--- src/rtl/alu_seq_if.sv ---
//------------------------------------------------------------------------------
// Module      : alu_seq_if
// Description : Operand/result handshake bundle for alu_seq.
// Revision    : 1.0 - initial release
//------------------------------------------------------------------------------
`default_nettype none

interface alu_seq_if #(
    parameter int WIDTH = 16
);
    logic [WIDTH-1:0] A;
    logic [WIDTH-1:0] B;
    logic [3:0]       ALU_FUN;
    logic             IN_VALID;
    logic             IN_READY;
    logic [WIDTH-1:0] ALU_OUT;
    logic             OUT_VALID;
    logic             Arith_flag;
    logic             Logic_flag;
    logic             CMP_flag;
    logic             Shift_flag;
    logic             CARRY;
    logic             DIV0;

    modport master (
        output A, B, ALU_FUN, IN_VALID,
        input  IN_READY, ALU_OUT, OUT_VALID, Arith_flag, Logic_flag,
               CMP_flag, Shift_flag, CARRY, DIV0
    );

    modport slave (
        input  A, B, ALU_FUN, IN_VALID,
        output IN_READY, ALU_OUT, OUT_VALID, Arith_flag, Logic_flag,
               CMP_flag, Shift_flag, CARRY, DIV0
    );
endinterface

`default_nettype wire

--- src/rtl/alu_seq.sv ---
//------------------------------------------------------------------------------
// Module      : alu_seq
// Description : Registered handshake ALU; optional restoring divider when
//               ALU_DIV_EN is defined (otherwise opcode 0011 reports DIV0).
// Revision    : 1.0 - initial release
//------------------------------------------------------------------------------
`default_nettype none

module alu_seq #(
    parameter int WIDTH = 16
) (
    input  wire logic  CLK,
    input  wire logic  RST,
    alu_seq_if.slave   bus
);

    // Flag vector order: {Arith, Logic, CMP, Shift}
    localparam logic [3:0] c_flg_arith = 4'b1000;
    localparam logic [3:0] c_flg_logic = 4'b0100;
    localparam logic [3:0] c_flg_cmp   = 4'b0010;
    localparam logic [3:0] c_flg_shift = 4'b0001;

    logic [WIDTH-1:0]   r_alu_out;
    logic [3:0]         r_flags;
    logic               r_carry;
    logic               r_div0;
    logic               r_out_valid;

    logic [WIDTH:0]     w_sum;
    logic [WIDTH:0]     w_diff;
    logic [2*WIDTH-1:0] w_prod;
    logic [WIDTH-1:0]   w_res;
    logic [3:0]         w_flags;
    logic               w_carry;
    logic               w_div0;
    logic               w_in_ready;
    logic               w_accept;
    logic               w_start_div;

    always_comb begin
        w_sum   = {1'b0, bus.A} + {1'b0, bus.B};
        w_diff  = {1'b0, bus.A} - {1'b0, bus.B};
        w_prod  = {{WIDTH{1'b0}}, bus.A} * {{WIDTH{1'b0}}, bus.B};
        w_res   = '0;
        w_flags = 4'b0000;
        w_carry = 1'b0;
        w_div0  = 1'b0;
        case (bus.ALU_FUN)
            4'b0000: begin w_res = w_sum[WIDTH-1:0];  w_carry = w_sum[WIDTH];  w_flags = c_flg_arith; end
            4'b0001: begin w_res = w_diff[WIDTH-1:0]; w_carry = w_diff[WIDTH]; w_flags = c_flg_arith; end
            4'b0010: begin
                w_res   = w_prod[WIDTH-1:0];
                w_carry = |w_prod[2*WIDTH-1:WIDTH];
                w_flags = c_flg_arith;
            end
            4'b0011: begin
                // Only the divide-by-zero (or divider-less) result is produced here
`ifdef ALU_DIV_EN
                w_res  = '1;
                w_div0 = (bus.B == '0);
`else
                w_res  = '0;
                w_div0 = 1'b1;
`endif
                w_flags = c_flg_arith;
            end
            4'b0100: begin w_res = bus.A & bus.B;    w_flags = c_flg_logic; end
            4'b0101: begin w_res = bus.A | bus.B;    w_flags = c_flg_logic; end
            4'b0110: begin w_res = ~(bus.A & bus.B); w_flags = c_flg_logic; end
            4'b0111: begin w_res = ~(bus.A | bus.B); w_flags = c_flg_logic; end
            4'b1000: begin w_res = bus.A ^ bus.B;    w_flags = c_flg_logic; end
            4'b1001: begin w_res = ~(bus.A ^ bus.B); w_flags = c_flg_logic; end
            4'b1010: begin w_res = (bus.A == bus.B) ? WIDTH'(1) : '0; w_flags = c_flg_cmp; end
            4'b1011: begin w_res = (bus.A >  bus.B) ? WIDTH'(2) : '0; w_flags = c_flg_cmp; end
            4'b1100: begin w_res = (bus.A <  bus.B) ? WIDTH'(3) : '0; w_flags = c_flg_cmp; end
            4'b1101: begin w_res = bus.A >> 1; w_flags = c_flg_shift; end
            4'b1110: begin w_res = bus.A << 1; w_flags = c_flg_shift; end
            default: begin w_res = '0; w_flags = 4'b0000; end
        endcase
    end

`ifdef ALU_DIV_EN
    localparam int             c_cnt_w    = $clog2(WIDTH);
    localparam logic [c_cnt_w-1:0] c_cnt_last = c_cnt_w'(WIDTH - 1);

    typedef enum logic [0:0] {IDLE = 1'b0, DIV = 1'b1} state_t;

    state_t             r_state;
    state_t             w_state_next;
    logic [c_cnt_w-1:0] r_cnt;
    logic [WIDTH-1:0]   r_rem;
    logic [WIDTH-1:0]   r_quo;
    logic [WIDTH-1:0]   r_divisor;
    logic [WIDTH:0]     w_shift;
    logic [WIDTH:0]     w_trial;
    logic [WIDTH-1:0]   w_rem_next;
    logic [WIDTH-1:0]   w_quo_next;
    logic               w_div_done;

    assign w_in_ready  = (r_state == IDLE);
    assign w_start_div = w_accept && (bus.ALU_FUN == 4'b0011) && (bus.B != '0);
    assign w_div_done  = (r_state == DIV) && (r_cnt == '0);

    always_ff @(posedge CLK or posedge RST) begin
        if (RST) r_state <= IDLE;
        else     r_state <= w_state_next;
    end

    always_comb begin
        w_state_next = r_state;
        case (r_state)
            IDLE:    if (bus.IN_VALID && (bus.ALU_FUN == 4'b0011) && (bus.B != '0)) w_state_next = DIV;
            DIV:     if (r_cnt == '0) w_state_next = IDLE;
            default: w_state_next = IDLE;
        endcase
    end

    // Restoring step: bit WIDTH of the trial difference is the borrow, since
    // the shifted partial remainder never exceeds twice the divisor.
    always_comb begin
        w_shift = {r_rem, r_quo[WIDTH-1]};
        w_trial = w_shift - {1'b0, r_divisor};
        if (!w_trial[WIDTH]) begin
            w_rem_next = w_trial[WIDTH-1:0];
            w_quo_next = {r_quo[WIDTH-2:0], 1'b1};
        end else begin
            w_rem_next = w_shift[WIDTH-1:0];
            w_quo_next = {r_quo[WIDTH-2:0], 1'b0};
        end
    end

    always_ff @(posedge CLK or posedge RST) begin
        if (RST) begin
            r_cnt     <= '0;
            r_rem     <= '0;
            r_quo     <= '0;
            r_divisor <= '0;
        end else if (w_start_div) begin
            r_cnt     <= c_cnt_last;
            r_rem     <= '0;
            r_quo     <= bus.A;
            r_divisor <= bus.B;
        end else if (r_state == DIV) begin
            r_cnt <= r_cnt - 1'b1;
            r_rem <= w_rem_next;
            r_quo <= w_quo_next;
        end
    end
`else
    assign w_in_ready  = 1'b1;
    assign w_start_div = 1'b0;
`endif

    assign w_accept = bus.IN_VALID && w_in_ready;

    always_ff @(posedge CLK or posedge RST) begin
        if (RST) begin
            r_alu_out   <= '0;
            r_flags     <= 4'b0000;
            r_carry     <= 1'b0;
            r_div0      <= 1'b0;
            r_out_valid <= 1'b0;
        end else begin
            r_out_valid <= 1'b0;
            if (w_accept && !w_start_div) begin
                r_alu_out   <= w_res;
                r_flags     <= w_flags;
                r_carry     <= w_carry;
                r_div0      <= w_div0;
                r_out_valid <= 1'b1;
            end
`ifdef ALU_DIV_EN
            else if (w_div_done) begin
                r_alu_out   <= w_quo_next;
                r_flags     <= c_flg_arith;
                r_carry     <= 1'b0;
                r_div0      <= 1'b0;
                r_out_valid <= 1'b1;
            end
`endif
        end
    end

    assign bus.IN_READY   = w_in_ready;
    assign bus.ALU_OUT    = r_alu_out;
    assign bus.OUT_VALID  = r_out_valid;
    assign bus.Arith_flag = r_flags[3];
    assign bus.Logic_flag = r_flags[2];
    assign bus.CMP_flag   = r_flags[1];
    assign bus.Shift_flag = r_flags[0];
    assign bus.CARRY      = r_carry;
    assign bus.DIV0       = r_div0;

endmodule

`default_nettype wire
--- src/flat_wrapper.sv ---
// flat-port wrapper written by rule: the top's interface ports become plain ports
module alu_seq_flat 
#(
    parameter int WIDTH = 16
)
  (CLK, RST, bus_A, bus_B, bus_ALU_FUN, bus_IN_VALID, bus_IN_READY, bus_ALU_OUT, bus_OUT_VALID, bus_Arith_flag, bus_Logic_flag, bus_CMP_flag, bus_Shift_flag, bus_CARRY, bus_DIV0);
  alu_seq_if #(.WIDTH(WIDTH)) bus_i ();
  input  wire logic CLK;
  input  wire logic RST;
  input wire logic [$bits(bus_i.A)-1:0] bus_A;
  input wire logic [$bits(bus_i.B)-1:0] bus_B;
  input wire logic [$bits(bus_i.ALU_FUN)-1:0] bus_ALU_FUN;
  input wire logic [$bits(bus_i.IN_VALID)-1:0] bus_IN_VALID;
  output wire logic [$bits(bus_i.IN_READY)-1:0] bus_IN_READY;
  output wire logic [$bits(bus_i.ALU_OUT)-1:0] bus_ALU_OUT;
  output wire logic [$bits(bus_i.OUT_VALID)-1:0] bus_OUT_VALID;
  output wire logic [$bits(bus_i.Arith_flag)-1:0] bus_Arith_flag;
  output wire logic [$bits(bus_i.Logic_flag)-1:0] bus_Logic_flag;
  output wire logic [$bits(bus_i.CMP_flag)-1:0] bus_CMP_flag;
  output wire logic [$bits(bus_i.Shift_flag)-1:0] bus_Shift_flag;
  output wire logic [$bits(bus_i.CARRY)-1:0] bus_CARRY;
  output wire logic [$bits(bus_i.DIV0)-1:0] bus_DIV0;
  assign bus_i.A = bus_A;
  assign bus_i.B = bus_B;
  assign bus_i.ALU_FUN = bus_ALU_FUN;
  assign bus_i.IN_VALID = bus_IN_VALID;
  assign bus_IN_READY = bus_i.IN_READY;
  assign bus_ALU_OUT = bus_i.ALU_OUT;
  assign bus_OUT_VALID = bus_i.OUT_VALID;
  assign bus_Arith_flag = bus_i.Arith_flag;
  assign bus_Logic_flag = bus_i.Logic_flag;
  assign bus_CMP_flag = bus_i.CMP_flag;
  assign bus_Shift_flag = bus_i.Shift_flag;
  assign bus_CARRY = bus_i.CARRY;
  assign bus_DIV0 = bus_i.DIV0;
  alu_seq #(.WIDTH(WIDTH)) u_core (.CLK(CLK), .RST(RST), .bus(bus_i));
endmodule
--- config.mk ---
export PLATFORM = sky130hd
export DESIGN_NAME = alu_seq_flat
export DESIGN_NICKNAME = d
export VERILOG_FILES = /design/src/rtl/alu_seq_if.sv /design/src/rtl/alu_seq.sv /design/src/flat_wrapper.sv
export SDC_FILE = /design/constraint.sdc
export NUM_CORES = 1
export LEC_CHECK = 0
export CORE_AREA = 2 2 184 141
export DETAILED_ROUTE_END_ITERATION = 7
export DIE_AREA = 0 0 186 143
export PLACE_DENSITY = 0.76
export SYNTH_ARGS = -nofsm -noshare
export SYNTH_HDL_FRONTEND = slang
export SYNTH_SLANG_ARGS = --single-unit
--- constraint.sdc ---
create_clock -name CLK -period 3.35 [get_ports CLK]
set_input_delay 0.8375 -clock CLK [delete_from_list [all_inputs] [get_ports CLK]]
set_output_delay 0.8375 -clock CLK [all_outputs]
set_load 0.01 [all_outputs]
Word level (Yosys, flattened, before mapping)
Index checks and enable logic that the tools add are counted.
{"block": "classes", "add_sub_neg": 2, "multipliers": 1, "magnitude_cmp": 2, "n_eq_ne": 15, "muxes": 8, "n_bitwise": 6, "n_reduce_logical": 6}
{"op": "case mux 16 bit (14 select lines)", "n": 1}
{"op": "inverter 16 bit", "n": 3}
{"op": "multiplier 16 x 16 -> 32 bit", "n": 1}
{"op": "== test 4 bit (second input constant)", "n": 7}
{"op": "adder 16 x 16 -> 17 bit", "n": 1}
{"op": "subtractor 16 x 16 -> 17 bit", "n": 1}
{"op": "bitwise AND 16 bit", "n": 1}
{"op": "== test 16 bit", "n": 1}
{"op": "== test 4 x 3 -> 1 bit (second input constant)", "n": 4}
{"op": "> comparator 16 bit", "n": 1}
{"op": "less-than comparator 16 bit", "n": 1}
{"op": "bitwise OR 16 bit", "n": 1}
{"op": "case mux 4 bit (4 select lines)", "n": 1}
{"op": "OR reduction 16 bit", "n": 1}
{"op": "XOR 16 bit", "n": 1}
{"op": "== test 4 x 2 -> 1 bit (second input constant)", "n": 2}
{"op": "OR reduction 6 bit", "n": 1}
{"op": "== test 4 x 1 -> 1 bit (second input constant)", "n": 1}
{"op": "logical NOT 4 bit", "n": 1}
{"op": "2-to-1 mux 2 bit", "n": 2}
{"op": "OR reduction 4 bit", "n": 1}
{"op": "2-to-1 mux 1 bit", "n": 3}
{"op": "case mux 1 bit (3 select lines)", "n": 1}
{"op": "OR reduction 3 bit", "n": 1}
{"op": "OR reduction 2 bit", "n": 1}
{"block": "totals", "register_bits": 23, "in_bits": 39, "out_inout_bits": 24, "elab_cells": 45}

Depth between registers and ports, before layout
Gate-level depths: netlist (run 1).
{"block": "depth", "word_depth": 3, "ltp_mapped": 25, "mapped_depth_nobuf": 24}

Least setup slack after synthesis (run 1)
No wires, ideal clock.
{"block": "synth_timing", "kind": "in2reg", "start": "input bus_B[4]", "end": "register u_core.r_carry (netlist: u_core.bus.CARRY)", "setup_time_ps": 137, "t_arrival_ps": 6597, "t_required_ps": 3213, "setup_slack_ps": -3384, "cell_stages": 23, "n_path_buf": 1, "path_cell_list": "inv_1 clkbuf_1 nor2_1 fa_1 inv_1 fa_1 fa_1 fa_1 inv_1 fa_1 inv_1 fa_1 inv_1 ha_1 o211ai_1 nor3_1 o211ai_1 a21oi_1 nor2_1 xnor2_1 or4_1 a2111oi_4 a22oi_2"}
{"block": "synth_via", "elab_chain_len": 3, "elab_cells_between_ends": 5, "classes_between": "add/sub (2); mul (1); mux (1); reduce/logical (1)"}
{"element": "start, declared", "line": "flat_wrapper.sv:11", "rtl": "input wire logic [$bits(bus_i.B)-1:0] bus_B;"}
{"element": "multiplier 16 x 16 -> 32 bit", "line": "alu_seq.sv:43", "rtl": "w_prod = {{WIDTH{1'b0}}, bus.A} * {{WIDTH{1'b0}}, bus.B};"}
{"element": "OR reduction 16 bit", "line": "alu_seq.sv:53", "rtl": "w_carry = |w_prod[2*WIDTH-1:WIDTH];"}
{"element": "case mux 1 bit (3 select lines) *", "line": "alu_seq.sv:48", "rtl": "case (bus.ALU_FUN)"}
{"element": "end signal, assigned", "line": "alu_seq.sv:168", "rtl": "r_carry <= w_carry;"}
{"element": "end, declared", "line": "alu_seq.sv:25", "rtl": "logic r_carry;"}
Mark *: on every way between the ends. The rest lies on a longest branch, timed or not.
A chain may end at the register's enable or synchronous reset.

Final worst setup path (run 1)
{"block": "layout_timing", "start": "input bus_A[3]", "end": "register u_core.r_carry (netlist: u_core.bus.CARRY)"}
{"block": "layout_via", "elab_chain_len": 3, "elab_cells_between_ends": 5, "classes_between": "add/sub (2); mul (1); mux (1); reduce/logical (1)"}
{"element": "start, declared", "line": "flat_wrapper.sv:10", "rtl": "input wire logic [$bits(bus_i.A)-1:0] bus_A;"}
{"element": "multiplier 16 x 16 -> 32 bit", "line": "alu_seq.sv:43"}
{"element": "OR reduction 16 bit", "line": "alu_seq.sv:53"}
{"element": "case mux 1 bit (3 select lines) *", "line": "alu_seq.sv:48"}
Marked as above.

==> results of run 1 <==
cell type report:
class,instances,share of cell area [%]
multi-input combinational,1147,62.33
clock inverter,1,0.03971
sequential,23,3.045
timing repair buffer,542,25.63
tap,338,2.237
clock buffer,3,0.3971
inverter,279,6.327
registers in the layout, summed over array words and instances, names as in the netlist:
name / count
u_core.bus.ALU_OUT: 16
u_core.bus.CARRY: 1
u_core.bus.DIV0: 1
u_core.bus.OUT_VALID: 1
u_core.r_flags: 4
kinds of logic (layout without fill, tap and decap cells):
kind of cell	count (synthesis)	after routing	share of synthesized area (%)
adders and majority gates	348	348	47.50
other	1	1	0.03057
AOI/OAI and AO/OA	295	295	17.44
DFF	23	23	4.692
buffers and inverters	358	825	11.08
xor gates and xnor gates	44	44	3.142
muxes	4	4	0.3366
and+or+nand+nor	455	455	15.78
metrics by stage:
stage | setup slack (ps) | TNS [ps] | area (um^2) | util [%]
4_1_cts | -3412 | -26520 | 17550 | 71.02
3_5_place_dp | -3980 | -41230 | 16320 | 66.06
3_3_place_gp | -3782 | -39830 | 16320 | 66.06
6_report | -4438 | -35510 | 18900 | 76.50
2_1_floorplan | -2980 | -20810 | 12900 | -
5_1_grt | -4348 | -35670 | 18900 | 76.50
Yosys cell counts (4+ instances only):
master	n
sky130_fd_sc_hd__dfrtp_1	23
sky130_fd_sc_hd__o2bb2ai_1	10
sky130_fd_sc_hd__a222oi_1	4
sky130_fd_sc_hd__o22ai_1	10
sky130_fd_sc_hd__xor2_1	14
sky130_fd_sc_hd__clkinv_1	14
sky130_fd_sc_hd__a21oi_1	61
sky130_fd_sc_hd__a31oi_1	10
sky130_fd_sc_hd__nand2b_1	14
sky130_fd_sc_hd__nor3_1	17
sky130_fd_sc_hd__nand2_1	181
sky130_fd_sc_hd__o21bai_1	11
sky130_fd_sc_hd__nand3_1	13
sky130_fd_sc_hd__nor4_1	8
sky130_fd_sc_hd__o21a_1	9
sky130_fd_sc_hd__xnor2_1	30
sky130_fd_sc_hd__o31ai_1	4
sky130_fd_sc_hd__a2111oi_0	6
sky130_fd_sc_hd__o221ai_1	9
sky130_fd_sc_hd__buf_1	5
sky130_fd_sc_hd__nor2b_1	8
sky130_fd_sc_hd__o31a_1	4
sky130_fd_sc_hd__a32oi_1	4
sky130_fd_sc_hd__inv_1	263
sky130_fd_sc_hd__clkbuf_1	69
sky130_fd_sc_hd__nand4_1	10
sky130_fd_sc_hd__a211oi_1	10
sky130_fd_sc_hd__or3_1	9
sky130_fd_sc_hd__fa_1	196
sky130_fd_sc_hd__ha_1	152
sky130_fd_sc_hd__a22oi_1	11
sky130_fd_sc_hd__a21o_1	21
sky130_fd_sc_hd__a221oi_1	13
sky130_fd_sc_hd__o211ai_1	16
sky130_fd_sc_hd__nor2_1	178
sky130_fd_sc_hd__o21ai_0	43
path summary, 6_finish.rpt:
path                                                     from                                end
worst min register to register  u_core.r_flags[0]$_DFFE_PP0P_      u_core.r_flags[0]$_DFFE_PP0P_
max in group asynchronous                                 RST  u_core.bus.ALU_OUT[2]$_DFFE_PP0P_
worst max register to register   u_core.bus.CARRY$_DFFE_PP0P_       u_core.bus.CARRY$_DFFE_PP0P_
worst max-delay path                                 bus_A[3]       u_core.bus.CARRY$_DFFE_PP0P_
min in group asynchronous                                 RST  u_core.bus.ALU_OUT[9]$_DFFE_PP0P_
worst min-delay path            u_core.r_flags[0]$_DFFE_PP0P_      u_core.r_flags[0]$_DFFE_PP0P_
worst max-delay path, delay by kind of cell:
family | cells | cell delay (ps)
AO/OA/AOI/OAI | 5 | 1350
adder cells (fa/ha/maj) | 7 | 3700
buffers and inverters | 7 | 660
multiplexers | 1 | 170
AND/OR/NAND/NOR | 4 | 1180
timing repair:
action / CTS / global route
cloned: 1 / 1
gates resized for setup: 260 / 227
endpoints found under the setup margin: 17 / 17
hold buffers: 0 / 0
pin swaps: 91 / 143
setup buffers: 50 / 77
layer usage:
| layer | track usage (%) | vias to the layer above | share of wire (%) |
|---|---|---|---|
| met5 | 2.667 | - | 0.28 |
| met4 | 9.946 | 10 | 5.6 |
| met3 | 16.42 | 295 | 16 |
| met2 | 55.64 | 1069 | 42 |
| met1 | 49.69 | 6762 | 37 |
| li1 | - | 5931 | - |
==> impl_metrics.prom, run 1 <==
# TYPE chip_impl_metric gauge
chip_impl_metric{name="clock-skew-final",unit="ps"} 0
chip_impl_metric{name="route.detailed.vias_per_inst",unit=""} 6.030
chip_impl_info{name="tritoncts",value="yes"} 1
chip_impl_info{name="final_cell_mix",value="sky130_fd_sc_hd__buf_4, sky130_fd_sc_hd__inv_1, sky130_fd_sc_hd__fa_1"} 1
chip_impl_metric{name="cts-buffers-inserted",unit=""} 3
chip_impl_metric{name="layout.area.seq",unit="um^2"} 575.6
chip_impl_metric{name="boundaryPins",unit=""} 63
chip_impl_metric{name="max_slew.worst_pin.slew",unit="ps"} 1241
chip_impl_metric{name="synth.avg_cell_area",unit="um^2"} 8.027
chip_impl_metric{name="grt_remaining_overflow",unit=""} 0
chip_impl_info{name="yosys-top-cells-area",value="sky130_fd_sc_hd__fa_1, sky130_fd_sc_hd__ha_1, sky130_fd_sc_hd__inv_1"} 1
chip_impl_metric{name="grt_pass1_vias",unit=""} 13380
chip_impl_metric{name="htree_num_levels",unit=""} 1
chip_impl_metric{name="route.detailed.drc",unit=""} 0
chip_impl_metric{name="post_synth_instance_area",unit="um^2"} 12270
chip_impl_metric{name="number_of_violations_reported_at_the_end_of_detailed_routing_iteration_0",unit=""} 1816
chip_impl_metric{name="number_of_cells_on_the_worst_hold_path",unit=""} 1
chip_impl_info{name="synth_area_leader_cell",value="sky130_fd_sc_hd__fa_1"} 1
chip_impl_metric{name="final_hold_viol_count",unit=""} 0
chip_impl_metric{name="synthesized_netlist_cell_count",unit=""} 1528
chip_impl_info{name="rsz0062_at_grt",value="yes"} 1
chip_impl_metric{name="worst_slack",unit="ps"} -4438
chip_impl_metric{name="ff2ff_path_depth",unit=""} 6
chip_impl_info{name="start_kind",value="primary input"} 1
chip_impl_info{name="most_common_library_cell_in_the_layout_ignoring_fill_and_taps",value="sky130_fd_sc_hd__buf_4"} 1
chip_impl_info{name="clk_root_buffer_cell",value="sky130_fd_sc_hd__clkbuf_16"} 1
chip_impl_metric{name="initial_core_util",unit="%"} 49.64
chip_impl_metric{name="yosys_warnings",unit=""} 0
chip_impl_metric{name="final.hold.worst_slack",unit="ps"} 489.3
chip_impl_metric{name="avgRoutedWirePerCell",unit="um"} 24.88
chip_impl_info{name="worst_hold_path_type",value="reg2reg"} 1
chip_impl_metric{name="syn_to_layout_area_delta",unit="%"} 54.13
chip_impl_metric{name="timing.final.crit_share",unit="%"} 232.5
chip_impl_metric{name="core_area",unit="um^2"} 24710
chip_impl_metric{name="fmax",unit="MHz"} 128.4
chip_impl_metric{name="dpl.hpwl",unit="um"} 39460
chip_impl_metric{name="postSynthRegisterBits",unit=""} 23
chip_impl_metric{name="synth_sequential_area_ratio",unit="%"} 4.692
chip_impl_metric{name="area_of_the_die",unit="um^2"} 26600
chip_impl_metric{name="maxSlewViolCount",unit=""} 0
chip_impl_metric{name="async_flop_share",unit="%"} 100.0
chip_impl_metric{name="port-buffer-count",unit=""} 61
chip_impl_info{name="critical_path.most_common_cell",value="sky130_fd_sc_hd__fa_1"} 1
chip_impl_metric{name="setup_violations",unit=""} 15
chip_impl_metric{name="cts.sink_count",unit=""} 23
chip_impl_metric{name="cp_data_required_time",unit="ps"} 3500
chip_impl_info{name="worstSetupPathType",value="in2reg"} 1
chip_impl_metric{name="placementRows",unit=""} 50
chip_impl_info{name="synth_top_flop_cell",value="sky130_fd_sc_hd__dfrtp_1"} 1
chip_impl_metric{name="timing.max_cap.violations",unit=""} 0
chip_impl_metric{name="cp_slowest_stage_delay",unit="ps"} 880
chip_impl_metric{name="placed_cells_incl_taps",unit=""} 2211
chip_impl_metric{name="gp_congestion",unit=""} 1.017
chip_impl_metric{name="layout_cells_sized_above_1",unit="%"} 39.65
chip_impl_metric{name="fp.dieH",unit="um"} 143
chip_impl_metric{name="max_slew_margin",unit="%"} 16.99
chip_impl_metric{name="multiInputGateArea",unit="um^2"} 11780
chip_impl_metric{name="fillers",unit=""} 1644
chip_impl_metric{name="r2r_setup_slack",unit="ps"} 1340
chip_impl_info{name="failing_checks",value="negative setup slack"} 1
chip_impl_metric{name="netlist-cell-type-count",unit=""} 82
chip_impl_metric{name="critPathMaxFanout",unit=""} 5
chip_impl_metric{name="globalRouteTotalUtil",unit="%"} 37.49
chip_impl_info{name="cp_cell_sequence",value="buf_12, clkinv_8, buf_8, buf_4, nor2_4, fa_1, inv_1, fa_1, inv_1, ha_2, fa_1, fa_1, fa_2, ha_4, buf_4, o211ai_1, nand2_1, a41oi_4, a211oi_2, nor2_1, mux2i_1, or4_4, a2111oi_4, a22oi_2"} 1
chip_impl_metric{name="num-nets-final",unit=""} 2383
chip_impl_metric{name="clk-insertion-delay-late",unit="ps"} 270
chip_impl_metric{name="fin_cells",unit=""} 2333
chip_impl_metric{name="die_x",unit="um"} 186
chip_impl_metric{name="drt_pass1_iterations",unit=""} 8
chip_impl_info{name="slowest_stage",value="sky130_fd_sc_hd__fa_1"} 1
chip_impl_metric{name="antenna_violating_nets_post_route",unit=""} 0
chip_impl_metric{name="netlist.area_leader.share",unit="%"} 31.99
chip_impl_info{name="worst_setup_path_end_kind",value="flop"} 1
chip_impl_metric{name="grt_pass1_wl",unit="um"} 74310
chip_impl_metric{name="drt-total-wl",unit="um"} 58060
chip_impl_metric{name="grt_antenna_before_repair",unit=""} 3
chip_impl_metric{name="cp.arrival",unit="ps"} 7940
chip_impl_metric{name="vias",unit=""} 14070
chip_impl_metric{name="antenna_cells_inserted",unit=""} 0
chip_impl_info{name="status",value="finished with violations"} 1
chip_impl_metric{name="max-clock-path-buffers",unit=""} 2
chip_impl_metric{name="clk_pin_slew",unit="ps"} 80
chip_impl_metric{name="number_of_enable_flip_flop_cells_after_synthesis",unit=""} 0
chip_impl_metric{name="synthesis.nets",unit=""} 1915
chip_impl_metric{name="grt_max_degree",unit=""} 25
chip_impl_metric{name="finalWorstPathRequiredPeriod",unit="ps"} 7788
Power of run 1 is left out: the tool's default activity adds up to more than one toggle a clock period on the data nets, which glitch-free logic cannot reach.
==> run 2: changes to the inputs <==
--- a/config.mk
+++ b/config.mk
@@ -6,6 +6,7 @@
 export NUM_CORES = 1
 export LEC_CHECK = 0
 export CORE_AREA = 2 2 184 141
+export CTS_CLUSTER_SIZE = 28
 export DETAILED_ROUTE_END_ITERATION = 7
 export DIE_AREA = 0 0 186 143
 export PLACE_DENSITY = 0.76
==> results of run 2 <==
Final layout, timing and power as in run 1 (identical DEF).
Power of run 2 is left out for the same reason.
